<file path="src/rtl/fcfs_arbiter_param_if.sv">
// Request/grant bundle between the bus masters and the FCFS arbiter.
// The arbiter side uses the slave modport, the requesting side the master modport.
interface fcfs_arbiter_param_if #(
  parameter int N_REQ = 4
) ();
  localparam int IDW  = $clog2(N_REQ);
  localparam int CNTW = $clog2(N_REQ + 1);

  logic [N_REQ-1:0] req;
  logic [N_REQ-1:0] gnt;
  logic             gnt_valid;
  logic [IDW-1:0]   gnt_id;
  logic [CNTW-1:0]  queue_count;
  logic             timeout;

  modport master (
    output req,
    input  gnt,
    input  gnt_valid,
    input  gnt_id,
    input  queue_count,
    input  timeout
  );

  modport slave (
    input  req,
    output gnt,
    output gnt_valid,
    output gnt_id,
    output queue_count,
    output timeout
  );
endinterface

</file>
<file path="src/rtl/fcfs_arbiter_param.sv">
// First-come-first-served arbiter for N_REQ requesters.
// Rising requests are queued in arrival order (ascending index on ties) and
// granted from the queue head. Optional hold timeout preempts the owner and
// sends it to the back of the queue.
//
//  state   | meaning
//  S_IDLE  | no grant; pop queue head each cycle, grant it if still requesting
//  S_GRANT | one requester owns the resource; watch for release or timeout
module fcfs_arbiter_param #(
  parameter int  N_REQ    = 4,
  parameter int  MAX_HOLD = 0,
  localparam int IDW      = $clog2(N_REQ)
) (
  input  logic                 clk,
  input  logic                 resetn,
  fcfs_arbiter_param_if.slave  bus
);

  localparam int CNTW = $clog2(N_REQ + 1);
  // Hold counter needs to reach MAX_HOLD; at least one bit even when disabled.
  localparam int HW   = $clog2(MAX_HOLD + 2);
  localparam logic [HW-1:0]  HOLD_MAX  = HW'(MAX_HOLD);
  localparam logic [IDW-1:0] LAST_SLOT = IDW'(N_REQ - 1);

  typedef enum logic {S_IDLE, S_GRANT} state_t;

  state_t           r_state;
  logic [N_REQ-1:0] r_gnt;
  logic             r_gnt_valid;
  logic [IDW-1:0]   r_gnt_id;
  logic             r_timeout;
  logic [HW-1:0]    r_hold;

  logic [IDW-1:0]   r_q [N_REQ];
  logic [IDW-1:0]   r_head;
  logic [IDW-1:0]   r_tail;
  logic [CNTW-1:0]  r_count;
  logic [N_REQ-1:0] r_pending;
  logic [N_REQ-1:0] r_req_q;

  logic [N_REQ-1:0] w_arrive;
  logic [IDW-1:0]   w_head_id;
  logic             w_q_nonempty;
  logic             w_owner_req;
  logic             w_release;
  logic             w_expire;
  logic             w_pop;
  logic             w_head_live;
  logic             w_requeue;
  logic [N_REQ-1:0] w_pop_mask;
  logic [N_REQ-1:0] w_requeue_mask;
  logic [IDW-1:0]   w_q_next [N_REQ];
  logic [IDW-1:0]   w_tail_next;
  logic [CNTW-1:0]  w_push_cnt;

  function automatic logic [IDW-1:0] slot_inc(input logic [IDW-1:0] p);
    return (p == LAST_SLOT) ? '0 : p + 1'b1;
  endfunction

  // A new arrival is a fresh rising edge from a requester that is neither
  // queued nor currently owning the resource.
  assign w_arrive     = bus.req & ~r_req_q & ~r_pending & ~r_gnt;
  assign w_head_id    = r_q[r_head];
  assign w_q_nonempty = (r_count != '0);
  assign w_owner_req  = |(bus.req & r_gnt);
  assign w_release    = (r_state == S_GRANT) && !w_owner_req;
  assign w_expire     = (MAX_HOLD > 0) && (r_state == S_GRANT) && w_owner_req &&
                        (r_hold == HOLD_MAX);
  assign w_pop        = w_q_nonempty && ((r_state == S_IDLE) || w_release || w_expire);
  assign w_head_live  = bus.req[w_head_id];
  // With an empty queue a timed-out owner is simply re-granted, not queued.
  assign w_requeue    = w_expire && w_q_nonempty;
  assign w_pop_mask     = w_pop ? (N_REQ'(1) << w_head_id) : '0;
  assign w_requeue_mask = w_requeue ? r_gnt : '0;

  // Tail writes: same-edge arrivals in ascending index, then the preempted owner.
  always_comb begin
    w_q_next    = r_q;
    w_tail_next = r_tail;
    w_push_cnt  = '0;
    for (int i = 0; i < N_REQ; i++) begin
      if (w_arrive[i]) begin
        w_q_next[w_tail_next] = IDW'(i);
        w_tail_next           = slot_inc(w_tail_next);
        w_push_cnt            = w_push_cnt + 1'b1;
      end
    end
    if (w_requeue) begin
      w_q_next[w_tail_next] = r_gnt_id;
      w_tail_next           = slot_inc(w_tail_next);
      w_push_cnt            = w_push_cnt + 1'b1;
    end
  end

  // Arrival-order queue, pending flags and request history.
  // History resets high so a request held through reset needs a fresh rising edge.
  always_ff @(posedge clk or negedge resetn) begin
    if (!resetn) begin
      r_q       <= '{default: '0};
      r_head    <= '0;
      r_tail    <= '0;
      r_count   <= '0;
      r_pending <= '0;
      r_req_q   <= '1;
    end else begin
      r_q       <= w_q_next;
      r_tail    <= w_tail_next;
      if (w_pop) begin
        r_head <= slot_inc(r_head);
      end
      r_count   <= r_count + w_push_cnt - CNTW'(w_pop);
      r_pending <= (r_pending & ~w_pop_mask) | w_arrive | w_requeue_mask;
      r_req_q   <= bus.req;
    end
  end

  // Grant state machine; all grant outputs are registered here together.
  always_ff @(posedge clk or negedge resetn) begin
    if (!resetn) begin
      r_state     <= S_IDLE;
      r_gnt       <= '0;
      r_gnt_valid <= 1'b0;
      r_gnt_id    <= '0;
      r_hold      <= '0;
      r_timeout   <= 1'b0;
    end else begin
      r_timeout <= 1'b0;
      case (r_state)
        S_IDLE: begin
          if (w_pop && w_head_live) begin
            r_state     <= S_GRANT;
            r_gnt       <= w_pop_mask;
            r_gnt_valid <= 1'b1;
            r_gnt_id    <= w_head_id;
            r_hold      <= HW'(1);
          end
        end
        S_GRANT: begin
          if (w_release || w_requeue) begin
            // Owner leaves: hand over to a live head at the same edge, else go idle.
            r_timeout <= w_requeue;
            if (w_pop && w_head_live) begin
              r_gnt    <= w_pop_mask;
              r_gnt_id <= w_head_id;
              r_hold   <= HW'(1);
            end else begin
              r_state     <= S_IDLE;
              r_gnt       <= '0;
              r_gnt_valid <= 1'b0;
              r_gnt_id    <= '0;
              r_hold      <= '0;
            end
          end else if (w_expire) begin
            // Nobody waiting: owner keeps the grant with a fresh hold window.
            r_timeout <= 1'b1;
            r_hold    <= HW'(1);
          end else if ((MAX_HOLD > 0) && (r_hold != HOLD_MAX)) begin
            r_hold <= r_hold + 1'b1;
          end
        end
        default: r_state <= S_IDLE;
      endcase
    end
  end

  assign bus.gnt         = r_gnt;
  assign bus.gnt_valid   = r_gnt_valid;
  assign bus.gnt_id      = r_gnt_id;
  assign bus.queue_count = r_count;
  assign bus.timeout     = r_timeout;

endmodule

</file>
<file path="src/flat_wrapper.sv">
// flat-port wrapper written by rule: the top's interface ports become plain ports
module fcfs_arbiter_param_flat 
#(
  parameter int  N_REQ    = 4,
  parameter int  MAX_HOLD = 0,
  localparam int IDW      = $clog2(N_REQ)
)
  (clk, resetn, bus_req, bus_gnt, bus_gnt_valid, bus_gnt_id, bus_queue_count, bus_timeout);
  fcfs_arbiter_param_if #(.N_REQ(N_REQ)) bus_i ();
  input  logic clk;
  input  logic resetn;
  input wire logic [$bits(bus_i.req)-1:0] bus_req;
  output wire logic [$bits(bus_i.gnt)-1:0] bus_gnt;
  output wire logic [$bits(bus_i.gnt_valid)-1:0] bus_gnt_valid;
  output wire logic [$bits(bus_i.gnt_id)-1:0] bus_gnt_id;
  output wire logic [$bits(bus_i.queue_count)-1:0] bus_queue_count;
  output wire logic [$bits(bus_i.timeout)-1:0] bus_timeout;
  assign bus_i.req = bus_req;
  assign bus_gnt = bus_i.gnt;
  assign bus_gnt_valid = bus_i.gnt_valid;
  assign bus_gnt_id = bus_i.gnt_id;
  assign bus_queue_count = bus_i.queue_count;
  assign bus_timeout = bus_i.timeout;
  fcfs_arbiter_param #(.N_REQ(N_REQ), .MAX_HOLD(MAX_HOLD)) u_core (.clk(clk), .resetn(resetn), .bus(bus_i));
endmodule
</file>
<file path="config.mk">
export PLATFORM = sky130hd
export DESIGN_NAME = fcfs_arbiter_param_flat
export DESIGN_NICKNAME = d
export VERILOG_FILES = /design/src/rtl/fcfs_arbiter_param_if.sv /design/src/rtl/fcfs_arbiter_param.sv /design/src/flat_wrapper.sv
export SDC_FILE = /design/constraint.sdc
export NUM_CORES = 1
export LEC_CHECK = 0
export ABC_AREA = 1
export CAP_MARGIN = 5
export CORE_MARGIN = 2
export CORE_UTILIZATION = 55
export DETAILED_ROUTE_END_ITERATION = 10
export HOLD_SLACK_MARGIN = 0.1
export PLACE_DENSITY = 0.76
export SYNTH_ARGS = -nofsm -noshare
export SYNTH_HDL_FRONTEND = slang
export SYNTH_SLANG_ARGS = --single-unit
</file>
<file path="constraint.sdc">
create_clock -name clk -period 4.05 [get_ports clk]
set_input_delay 0.6075 -clock clk [delete_from_list [all_inputs] [get_ports clk]]
set_output_delay 0.6075 -clock clk [all_outputs]
set_load 0.05 [all_outputs]
</file>
======== Yosys cells after proc, flatten, opt, wreduce, memory -nomap -nowiden ========
Cells that the tools add are included.
operators by class
  mux-type cells .......................... 46
  equality and inequality tests ........... 8
  shifts and indexed selects .............. 1
  magnitude comparators ................... 10
  bitwise logic cells ..................... 25
  reductions and logical operators ........ 13
  add/subtract/negate cells ............... 10
operators by type and width
  cell                                                        count
  2-to-1 mux 2 bit                                            18
  2-to-1 mux 8 bit                                            4
  AND 4 bit                                                   7
  inverter 4 bit                                              6
  demux 2 bit (select 2 bit)                                  4
  2-to-1 mux 4 bit                                            4
  >= comparator 3 bit, second input constant                  5
  inverter 2 -> 3 bit                                         5
  less-than comparator 3 x 1 -> 1 bit, second input constant  4
  bitwise OR 4 bit                                            3
  adder 2 x 1 -> 2 bit, second input constant                 5
  == test 2 bit, second input constant                        5
  adder 3 x 1 -> 3 bit, second input constant                 3
  2-to-1 mux 3 bit                                            3
  AND 8 bit                                                   1
  inverter 8 bit                                              1
  bitwise OR 8 bit                                            1
  one-hot mux 4 bit (2 select lines)                          1
  logical AND 1 bit                                           7
  2-to-1 mux 1 bit                                            7
  inequality test 2 bit, second input constant                3
  binary-select mux 2 bit (select 2 bit)                      1
  one-hot mux 1 bit (2 select lines)                          2
  one-hot mux 2 bit (2 select lines)                          1
  12 further kinds                                            12
word-level totals
  logic and storage cells ................. 126
  register bits ........................... 31
  output and inout bits ................... 11
  bits of input ports ..................... 6

======== Logic depth before layout (Yosys ltp) ========
Gate-level depths: netlist (run 1).
  depth after elaboration ................. 18
  depth in mapped cells ................... 16
  gate-level depth less buffers ........... 16

======== Worst setup path after synthesis (run 1) ========
OpenSTA, ideal clock, no wires.
  kind .................................... reg2reg
  start point ............................. register u_core.r_gnt[0], in the netlist u_core.bus.gnt[0]
  end point ............................... register u_core.r_count[2], in the netlist u_core.bus.queue_count[2]
  clock period less this slack ............ 3.210 ns
  path buffers ............................ 0
  data required time ...................... 3.922 ns
  slack ................................... 0.840 ns
  cell stages (with the launch flop) ...... 15
  data arrival time ....................... 3.082 ns
  cells stage by stage .................... dfrtp_1 > nor2_1 > nand2_2 > inv_1 > ha_1 > or2_2 > nand2_1 > inv_1 > ha_1 > mux2i_1 > ha_1 > inv_1 > fa_1 > xnor2_1 > xor2_1
on the way
  word-level cells in the longest chain between the ends .. 11
  elaborated cells between the ends (all ways) .. 17
  classes of those cells .................. add/sub (5); mux (4); bitwise (3); reduce/logical (5)
ends and longest elaborated chain
  item                         RTL line                   source
  start, declared              fcfs_arbiter_param.sv:28   logic [N_REQ-1:0] r_gnt;
  start signal, assigned       fcfs_arbiter_param.sv:132  r_gnt <= w_pop_mask;
  start signal, assigned       fcfs_arbiter_param.sv:143  r_gnt <= w_pop_mask;
  inverter 4 bit               fcfs_arbiter_param.sv:62   assign w_arrive = bus.req & ~r_req_q & ~r_pending & ~r_gnt;
  AND 4 bit                    fcfs_arbiter_param.sv:62
  2-to-1 mux 1 bit             fcfs_arbiter_param.sv:82   if (w_arrive[i]) begin
  adder 3 x 1 -> 3 bit         fcfs_arbiter_param.sv:85   w_push_cnt = w_push_cnt + 1'b1;
  2-to-1 mux 3 bit             fcfs_arbiter_param.sv:82
  adder 3 x 1 -> 3 bit         fcfs_arbiter_param.sv:85
  2-to-1 mux 3 bit             fcfs_arbiter_param.sv:82
  adder 3 x 1 -> 3 bit         fcfs_arbiter_param.sv:85
  2-to-1 mux 3 bit             fcfs_arbiter_param.sv:82
  adder 3 bit                  fcfs_arbiter_param.sv:111  r_count <= r_count + w_push_cnt - CNTW'(w_pop);
  subtractor 3 x 1 -> 3 bit *  fcfs_arbiter_param.sv:111
  end signal, assigned         fcfs_arbiter_param.sv:111
  end, declared                fcfs_arbiter_param.sv:37   logic [CNTW-1:0] r_count;
Every way passes the cells marked *; elsewhere a longest branch is shown, timed or not.
A chain may end at the register's enable or synchronous reset.

======== Worst setup path after layout (run 1) ========
  start point ............................. input port bus_req[0]
  end point ............................... register u_core.r_count[2], in the netlist u_core.bus.queue_count[2]
on the way
  word-level cells in the longest chain between the ends .. 12
  elaborated cells between the ends (all ways) .. 18
  classes of those cells .................. add/sub (5); mux (4); bitwise (4); reduce/logical (5)
ends and longest elaborated chain
  item                         RTL line                   source
  start, declared              flat_wrapper.sv:12         input wire logic [$bits(bus_i.req)-1:0] bus_req;
  AND 4 bit (3 in series)      fcfs_arbiter_param.sv:62
  2-to-1 mux 1 bit             fcfs_arbiter_param.sv:82
  adder 3 x 1 -> 3 bit         fcfs_arbiter_param.sv:85
  2-to-1 mux 3 bit             fcfs_arbiter_param.sv:82
  adder 3 x 1 -> 3 bit         fcfs_arbiter_param.sv:85
  2-to-1 mux 3 bit             fcfs_arbiter_param.sv:82
  adder 3 x 1 -> 3 bit         fcfs_arbiter_param.sv:85
  2-to-1 mux 3 bit             fcfs_arbiter_param.sv:82
  adder 3 bit                  fcfs_arbiter_param.sv:111
  subtractor 3 x 1 -> 3 bit *  fcfs_arbiter_param.sv:111
Marks and branches as above.

==> results of run 1 <==
[placed cells by master (no fill, tap or decap), drive strengths merged, types with 5 or more instances in the layout]
cell type,count
ha,23
nand2,83
inv,43
dfrtp,27
clkdlybuf4s50,15
nand3,19
clkbuf,5
xor2,5
nor2,9
buf,5
o21ai,17
[power breakdown]
| part | switching (mW) | leakage (nW) | internal, mW |
|---|---|---|---|
| registers | 0.106 | 0.370 | 0.454 |
| logic | 0.827 | 0.853 | 0.442 |
| clock network | 0.120 | 0.0477 | 0.117 |
| total | 1.05 | 1.27 | 1.01 |
[flip-flops by register name (all words and copies together) (netlist names), 2 cells and up]
signal,count
u_core.bus.queue_count,3
u_core.r_req_q,4
u_core.r_q,8
u_core.bus.gnt,4
u_core.bus.gnt_id,2
u_core.r_pending,4
u_core.r_tail,2
u_core.r_head,2
[per-layer routing]
layer | part of all wire [%] | wire length [µm] | vias to the layer above | global-route usage, %
met1 | 44 | 1850 | 763 | 28.3
met4 | 1.7 | 70 | 0 | 7.55
li1 | - | - | 832 | -
met3 | 4.4 | 182 | 11 | 6.85
met5 | 0 | 0 | - | 0
met2 | 50 | 2070 | 33 | 39.8
[area by class of cell]
class | count | area, µm²
fillers | 323 | 1260
flip-flops and latches | 31 | 781
multi-input cells | 175 | 1100
inverters | 44 | 165
well taps | 48 | 60.1
clock inverters | 3 | 15.0
clock buffers | 5 | 68.8
repair buffers | 20 | 188
[cell families after synthesis]
group / after synthesis
flops: 31
fa+ha+maj: 24
mux: 1
buf+inv: 46
other cells: 1
xor+xnor: 7
simple gates: 119
compound gates: 23
[worst min-delay path, stage by stage (launching register included)]
cell	delay, ns
dfrtp_1	0.34
nand3_1	0.07
nand2_1	0.05
[stage by stage]
step	power [mW]	instance area, µm²
4_1_cts	2.08	2370
2_1_floorplan	1.51	2050
3_5_place_dp	1.84	2290
6_report	2.07	2370
3_3_place_gp	1.79	2290
5_1_grt	2.30	2370
[how the worst min path moves through the flow]
stage                     depth (start not counted)  slack (ns)                          endpoint                        startpoint
final                                             2        0.50  u_core.bus.gnt_id[1]$_DFFE_PN0P_  u_core.bus.gnt_id[1]$_DFFE_PN0P_
after CTS                                         2        0.50  u_core.bus.gnt_id[1]$_DFFE_PN0P_  u_core.bus.gnt_id[1]$_DFFE_PN0P_
after detailed placement                          2        0.49  u_core.bus.gnt_id[1]$_DFFE_PN0P_  u_core.bus.gnt_id[1]$_DFFE_PN0P_
after global placement                            2        0.48  u_core.bus.gnt_id[1]$_DFFE_PN0P_  u_core.bus.gnt_id[1]$_DFFE_PN0P_
after floorplan                                   0        0.31     u_core.bus.gnt[0]$_DFFE_PN0P_                            resetn
after global routing                              2        0.52  u_core.bus.gnt_id[1]$_DFFE_PN0P_  u_core.bus.gnt_id[1]$_DFFE_PN0P_
==> impl_metrics.env, run 1 <==
export IMPL_layout_setup_ws_ns=0.542
export IMPL_synth_xor_area_share_pct=3.71
export IMPL_worst_path_max_fanout=6
export IMPL_min_path_type="reg -> reg"
export IMPL_slowest_stage="clkdlybuf4s50_1"
export IMPL_synth_edf_count=0
export IMPL_rows=22
export IMPL_dpl_hpwl_um=3290
export IMPL_grt_max_degree=32
export IMPL_clock_sinks=31
export IMPL_io_buffers=15
export IMPL_grt_pass1_vias=1739
export IMPL_synth_top_family_by_area="simple AND/OR/NAND/NOR gates"
export IMPL_synthTopCellsByArea="dfrtp_1 (33%), nand2_1 (14%), ha_1 (14%)"
export IMPL_synth_compound_area_share_pct=6.88
export IMPL_placed_cells=318
export IMPL_crit_chain="clkdlybuf4s50_1, inv_1, nor2_2, nand2_2, inv_1, ha_1, or2_2, nand2_1, inv_1, ha_1, mux2i_1, ha_1, inv_1, fa_1, xnor2_1, xor2_1"
export IMPL_synth_common_cells="nand2_1 (78), inv_1 (37), dfrtp_1 (27)"
export IMPL_synth_seq_cells=31
export IMPL_finish_utilization_pct=65.3
export IMPL_endpoint_kind="flop"
export IMPL_syn_inst=252
export IMPL_slowest_delay_ns=0.50
export IMPL_dieArea_um2=4240
export IMPL_cellPowerDensity_nw_per_um2=871
export IMPL_instances_no_fill=326
export IMPL_synth_area_mux_share_pct=0.487
export IMPL_setup_viol=0
export IMPL_rsz0062_at_grt="no"
export IMPL_period_needed_ns=3.51
export IMPL_cap_viol_max_count=0
export IMPL_postCtsSetupBuffers=0
export IMPL_antenna_found_initial=0
export IMPL_crit_path_frequent_cell="inv_1"
export IMPL_vias=1639
export IMPL_crit_path_start_kind="primary input"
export IMPL_area_growth_pct=15.5
export IMPL_core_area_um2=3630
export IMPL_via_per_inst=5.03
export IMPL_cp_startpoint="bus_req[0]"
export IMPL_finalHoldViolations=0
export IMPL_fin_crit_sh_pct=86.6
export IMPL_cts_repair_resized=0
export IMPL_slew_violations=0
export IMPL_r2r_slack_ns=0.91
export IMPL_dieHeight_um=65.1
export IMPL_post_place_ws_ns=0.237
export IMPL_pin_count=17
export IMPL_yosysTopAreaCellShare_pct=32.9
export IMPL_clock_latency_ns=0.29
export IMPL_yosysUniqueCellTypes=31
export IMPL_reg2reg_from="u_core.bus.gnt[0]$_DFFE_PN0P_"
export IMPL_antennaDiodeCount=0
export IMPL_gr_usage_all_layers_pct=23.3
export IMPL_fmax_ghz=0.285
export IMPL_ys_seq_area_share_pct=38.0
export IMPL_cp_num_buf_inv=5
export IMPL_cts_hold_buf=0
export IMPL_clock_path_buffers=2
export IMPL_ant_nets=0
export IMPL_yosys_cell_count_top_type="nand2_1"
export IMPL_whs_ns=0.497
export IMPL_drt_iter0_drc=86
export IMPL_fin_tns_setup_ns=0
export IMPL_drcViolationCount=0
export IMPL_nNetsFinal=307
export IMPL_worstRegToRegCells=14
export IMPL_cts_buffers=5
export IMPL_path_delay_family="adder cells"
export IMPL_drive_above_1_share_pct=15.5
export IMPL_clockRootBuffer="clkbuf_8"
export IMPL_wl_per_cell_um=12.8
export IMPL_initial_core_util_pct=56.5
export IMPL_gp_congestion=0.882
export IMPL_status="completed"
export IMPL_fp_dieW_um=65.1
export IMPL_synth_area_um2=2050
export IMPL_crit_end="u_core.bus.queue_count[2]$_DFF_PN0_"
export IMPL_leakage_nw=1.27
export IMPL_crit_arrival_ns=3.72
export IMPL_dr_pass1_iters=4
export IMPL_cts_tree="yes"
export IMPL_synth_simple_area_share_pct=27.1
export IMPL_fin_skew_ns=0.00540
export IMPL_path_class="in -> reg"
export IMPL_synth_flop_cell="dfrtp_1"
export IMPL_h_tree_depth=2
export IMPL_avgSynthCellArea_um2=8.15
export IMPL_grt_pass1_wl_um=7590
export IMPL_synth_fp_nets=282
export IMPL_wirelength_um=4170
export IMPL_synth_largest_area_cell="dfrtp_1"
export IMPL_cp_depth=16
export IMPL_clk_pin_slew_ns=0.07
export IMPL_async_reset_ff_share_pct=100
export IMPL_synthAdderAreaFrac_pct=15.0
export IMPL_ys_warnings_count=0
export IMPL_r2r_end="u_core.bus.queue_count[2]$_DFF_PN0_"
export IMPL_ir_drop_mv=0.373
export IMPL_timing_critical_path_required_ns=4.26
export IMPL_grt_overflow_total=0
(Power assumes the default switching activity.)
==> run 2: changes to the inputs <==
- clock period: 4.05 -> 4.09 ns (I/O delays scaled with it)
==> impl_metrics.env, run 2 (synthesized netlist as in run 1, its figures left out) <==
export IMPL_whs_endpoint="u_core.bus.gnt_id[1]$_DFFE_PN0P_"
export IMPL_r2r_end="u_core.bus.queue_count[2]$_DFF_PN0_"
export IMPL_drive_above_1_share_pct=15.5
export IMPL_cellPowerDensity_nw_per_um2=861
export IMPL_fin_skew_ns=0.00779
export IMPL_cts_buffers=5
export IMPL_pin_count=17
export IMPL_nFillCells=325
export IMPL_clk_pin_slew_ns=0.07
export IMPL_drt_iter0_drc=106
export IMPL_nNetsFinal=307
export IMPL_crit_arrival_ns=3.72
export IMPL_clock_path_buffers=2
export IMPL_gr_usage_all_layers_pct=23.6
export IMPL_wl_per_cell_um=12.7
export IMPL_regMostFlops="u_core.r_q"
export IMPL_gp_congestion=0.882
export IMPL_dieHeight_um=65.1
export IMPL_dieArea_um2=4240
export IMPL_wirelength_um=4130
export IMPL_layout_common_cells="nand2_1 (78), inv_1 (37), dfrtp_1 (27), ha_1 (23)"
export IMPL_postCtsSetupBuffers=0
export IMPL_leakage_nw=1.27
export IMPL_via_per_inst=5.09
export IMPL_drcViolationCount=0
export IMPL_fp_dieW_um=65.1
export IMPL_rows=22
export IMPL_vias=1658
export IMPL_finalHoldViolations=0
export IMPL_grt_overflow_total=0
export IMPL_h_tree_depth=2
export IMPL_largest_register_ffs=8
export IMPL_hp_start="u_core.bus.gnt_id[1]$_DFFE_PN0P_"
export IMPL_clock_latency_ns=0.28
export IMPL_r2r_slack_ns=0.97
export IMPL_worst_path_max_fanout=6
export IMPL_rsz0062_at_grt="no"
export IMPL_clockRootBuffer="clkbuf_8"
export IMPL_clock_sinks=31
export IMPL_grt_max_degree=32
export IMPL_status="completed"
export IMPL_timing_critical_path_required_ns=4.30
export IMPL_initial_core_util_pct=56.5
export IMPL_worstRegToRegCells=14
export IMPL_ir_drop_mv=0.369
export IMPL_setup_viol=0
export IMPL_final_common_cell="nand2_1"
export IMPL_core_area_um2=3630
export IMPL_fin_crit_sh_pct=85.8
export IMPL_crit_path_start_kind="primary input"
export IMPL_cts_tree="yes"
export IMPL_reg2reg_from="u_core.bus.gnt[0]$_DFFE_PN0P_"
export IMPL_grt_pass1_wl_um=7690
export IMPL_antennaDiodeCount=0
export IMPL_slew_violations=0
export IMPL_io_buffers=15
export IMPL_area_growth_pct=15.5
export IMPL_whs_ns=0.501
export IMPL_grt_pass1_vias=1785
export IMPL_dpl_hpwl_um=3300
export IMPL_finish_utilization_pct=65.3
export IMPL_fmax_ghz=0.285
export IMPL_dr_pass1_iters=4
export IMPL_cap_viol_max_count=0
export IMPL_period_needed_ns=3.51
export IMPL_fin_tns_setup_ns=0
export IMPL_multiInputGateArea_um2=1100
export IMPL_antenna_found_initial=0
export IMPL_ant_nets=0
export IMPL_min_path_type="reg -> reg"
export IMPL_cts_hold_buf=0
export IMPL_area_sequential_um2=781
export IMPL_endpoint_kind="flop"
export IMPL_hold_depth=2
export IMPL_path_class="in -> reg"
export IMPL_cts_repair_resized=0
-- run 2: cell counts in the layout (fill, tap and decap cells not counted) --
No cell type changed its count.
-- run 2: final cells by class --
cell class | instances | share of cell area [%]
clock inverters | 3 | 0.633
repair buffers | 20 | 7.91
flip-flops and latches | 31 | 32.9
multi-input cells | 175 | 46.2
inverters | 44 | 6.96
well taps | 48 | 2.53
clock buffers | 5 | 2.90
-- run 2: through the flow --
step / power, mW / std cells / setup slack, ns / cell area [µm²]
2_1_floorplan: 1.49 / 252 / 0.880 / 2050
3_3_place_gp: 1.77 / 318 / 0.355 / 2290
3_5_place_dp: 1.82 / 318 / 0.266 / 2290
4_1_cts: 2.06 / 326 / 0.562 / 2370
5_1_grt: 2.29 / 326 / 0.352 / 2370
6_report: 2.04 / 326 / 0.581 / 2370
-- run 2: worst max-delay path, cell delays in order --
cell and delay (ns):
clkdlybuf4s50_1 0.49, inv_1 0.07, nor2_2 0.11, nand2_2 0.11, inv_1 0.14, ha_1 0.28
or2_2 0.30, nand2_1 0.09, inv_1 0.05, ha_1 0.26, mux2i_1 0.06, ha_1 0.28
inv_1 0.05, fa_1 0.42, xnor2_1 0.20, xor2_1 0.17
-- run 2: layer usage --
metal | GRT usage [%] | vias up | part of all wire [%]
li1 | - | 832 | -
met1 | 28.1 | 774 | 44
met2 | 40.9 | 41 | 50
met3 | 4.79 | 11 | 4.0
met4 | 10.9 | 0 | 2.0
met5 | 0 | - | 0
-- run 2: worst max path at each step --
stage / from / end / slack [ns]
final: bus_req[0] / u_core.bus.queue_count[2]$_DFF_PN0_ / 0.58
after global routing: bus_req[0] / u_core.bus.queue_count[2]$_DFF_PN0_ / 0.35
after CTS: bus_req[0] / u_core.bus.queue_count[2]$_DFF_PN0_ / 0.56
after detailed placement: bus_req[0] / u_core.bus.queue_count[2]$_DFF_PN0_ / 0.27
after global placement: bus_req[0] / u_core.bus.queue_count[2]$_DFF_PN0_ / 0.36
after floorplan: u_core.bus.gnt[0]$_DFFE_PN0P_ / u_core.bus.queue_count[2]$_DFF_PN0_ / 0.88
-- run 2: report_power, final --
group | switching [mW] | total, mW | internal [mW] | leakage (nW)
logic | 0.816 | 1.25 | 0.438 | 0.853
clock network | 0.118 | 0.234 | 0.116 | 0.0477
registers | 0.106 | 0.556 | 0.450 | 0.370
total | 1.04 | 2.04 | 1.00 | 1.27
==> run 3: changes to the inputs <==
- GPL_TIMING_DRIVEN: not set -> 0
- MAX_ROUTING_LAYER: not set -> met4
==> impl_metrics.env, run 3 (synthesized netlist as in run 1, its figures left out) <==
export IMPL_slew_headroom_pct=54.1
export IMPL_fin_crit_sh_pct=89.5
export IMPL_whs_ns=0.365
export IMPL_cap_viol_max_count=0
export IMPL_regMostFlops="u_core.r_q"
export IMPL_worst_path_max_fanout=6
export IMPL_min_path_type="in -> async"
export IMPL_fin_skew_ns=0.00450
export IMPL_h_tree_depth=2
export IMPL_io_buffers=15
export IMPL_nNetsFinal=304
export IMPL_grt_overflow_total=0
export IMPL_pin_count=17
export IMPL_r2r_end="u_core.bus.queue_count[2]$_DFF_PN0_"
export IMPL_dieHeight_um=65.1
export IMPL_cts_buffers=5
export IMPL_top_layer_used="met4"
export IMPL_crit_end="u_core.bus.queue_count[2]$_DFF_PN0_"
export IMPL_period_needed_ns=3.66
export IMPL_cellPowerDensity_nw_per_um2=868
export IMPL_clk_pin_slew_ns=0.07
export IMPL_clockRootBuffer="clkbuf_8"
export IMPL_stdcell_area_um2=2350
export IMPL_fp_dieW_um=65.1
export IMPL_path_class="in -> reg"
export IMPL_gr_usage_all_layers_pct=23.8
export IMPL_antenna_found_initial=0
export IMPL_postCtsSetupBuffers=0
export IMPL_initial_core_util_pct=56.5
export IMPL_rsz0062_at_grt="no"
export IMPL_clock_sinks=31
export IMPL_wl_met2_um=2020
export IMPL_cp_startpoint="bus_req[0]"
export IMPL_grt_max_degree=32
export IMPL_drcViolationCount=0
export IMPL_ir_drop_mv=0.463
export IMPL_drive_above_1_share_pct=14.6
export IMPL_timing_critical_path_required_ns=4.29
export IMPL_grt_pass1_wl_um=7470
export IMPL_finalHoldViolations=0
export IMPL_setup_viol=0
export IMPL_clock_path_buffers=2
export IMPL_placed_area_um2=2260
export IMPL_status="completed"
export IMPL_final_common_cell="nand2_1"
export IMPL_ant_nets=0
export IMPL_finish_utilization_pct=64.6
export IMPL_antennaDiodeCount=0
export IMPL_largest_register_ffs=8
export IMPL_crit_path_start_kind="primary input"
export IMPL_clock_latency_ns=0.28
export IMPL_leakage_nw=1.26
export IMPL_crit_arrival_ns=3.86
export IMPL_reg2reg_from="u_core.bus.gnt[0]$_DFFE_PN0P_"
export IMPL_wl_met1_um=1890
export IMPL_drt_iter0_drc=86
export IMPL_dr_pass1_iters=4
export IMPL_tightest_slew_ns=0.689
export IMPL_dpl_hpwl_um=3150
export IMPL_r2r_slack_ns=0.84
export IMPL_dieArea_um2=4240
export IMPL_endpoint_kind="flop"
export IMPL_fmax_ghz=0.273
export IMPL_area_growth_pct=14.3
export IMPL_gp_congestion=0.877
export IMPL_slew_violations=0
export IMPL_nFillCells=333
export IMPL_cts_hold_buf=0
export IMPL_rows=22
export IMPL_cts_tree="yes"
export IMPL_cts_repair_resized=0
export IMPL_worstRegToRegCells=14
export IMPL_wl_per_cell_um=12.7
export IMPL_grt_pass1_vias=1635
export IMPL_layout_common_cells="nand2_1 (78), inv_1 (37), dfrtp_1 (27), ha_1 (23)"
export IMPL_core_area_um2=3630
export IMPL_fin_tns_setup_ns=0
export IMPL_via_per_inst=4.96
export IMPL_met3_length_um=120
export IMPL_wirelength_um=4080
export IMPL_vias=1596
==> run 3: changes by cell type in the layout (fill, tap and decap cells not counted) <==
cell and change:
buf_4 -4, buf_2 +2, clkinv_2 -2, clkbuf_8 +1
clkdlybuf4s50_1 -1
==> run 3: critical path: stages <==
cell and delay (ns):
clkdlybuf4s50_1 0.50, inv_1 0.08, nor2_2 0.14, nand2_2 0.12, inv_1 0.18, ha_1 0.29, or2_2 0.30, nand2_1 0.09
inv_1 0.06, ha_1 0.27, mux2i_1 0.07, ha_1 0.29, inv_1 0.05, fa_1 0.42, xnor2_1 0.20, xor2_1 0.17
==> run 3: how the worst min path moves through the flow <==
stage	start	endpoint	slack, ns	cells past startpoint
2_1_floorplan	resetn	u_core.bus.gnt[0]$_DFFE_PN0P_	0.32	0
3_3_place_gp	u_core.bus.gnt_id[1]$_DFFE_PN0P_	u_core.bus.gnt_id[1]$_DFFE_PN0P_	0.49	2
3_5_place_dp	u_core.bus.gnt_id[0]$_DFFE_PN0P_	u_core.bus.gnt_id[0]$_DFFE_PN0P_	0.50	2
4_1_cts	resetn	u_core.r_state$_DFF_PN0_	0.39	1
5_1_grt	resetn	u_core.r_state$_DFF_PN0_	0.42	1
6_report	resetn	u_core.r_state$_DFF_PN0_	0.36	1
==> run 3: power by group <==
part | total (mW) | switching (mW) | internal (mW) | leakage, nW
clock network | 0.245 | 0.114 | 0.132 | 0.0470
registers | 0.555 | 0.105 | 0.450 | 0.370
logic | 1.24 | 0.806 | 0.431 | 0.838
total | 2.04 | 1.02 | 1.01 | 1.25
==> run 3: metal layers <==
layer	vias to the layer above	GRT usage (%)
met4	0	6.77
li1	826	-
met1	743	29.6
met3	6	5.14
met5	-	-
met2	21	39.4
==> run 3: through the flow <==
stage | cells | worst slack, ns | power (mW)
floorplan | 252 | 0.880 | 1.49
global placement | 315 | 0.187 | 1.75
detailed placement | 315 | 0.120 | 1.80
CTS | 322 | 0.400 | 2.05
global route | 322 | 0.238 | 2.28
finish | 322 | 0.431 | 2.04
==> run 3: layout make-up <==
class                           count  area, µm²  share of cell area [%]
Buffer                              2       12.5                   0.533
Multi-Input combinational cell    175       1100                    46.7
Clock buffer                        6       82.6                    3.52
Clock inverter                      1       5.00                   0.213
Inverter                           44        165                    7.04
Tap cell                           48       60.1                    2.56
Timing Repair Buffer               15        145                    6.18
Sequential cell                    31        781                    33.3
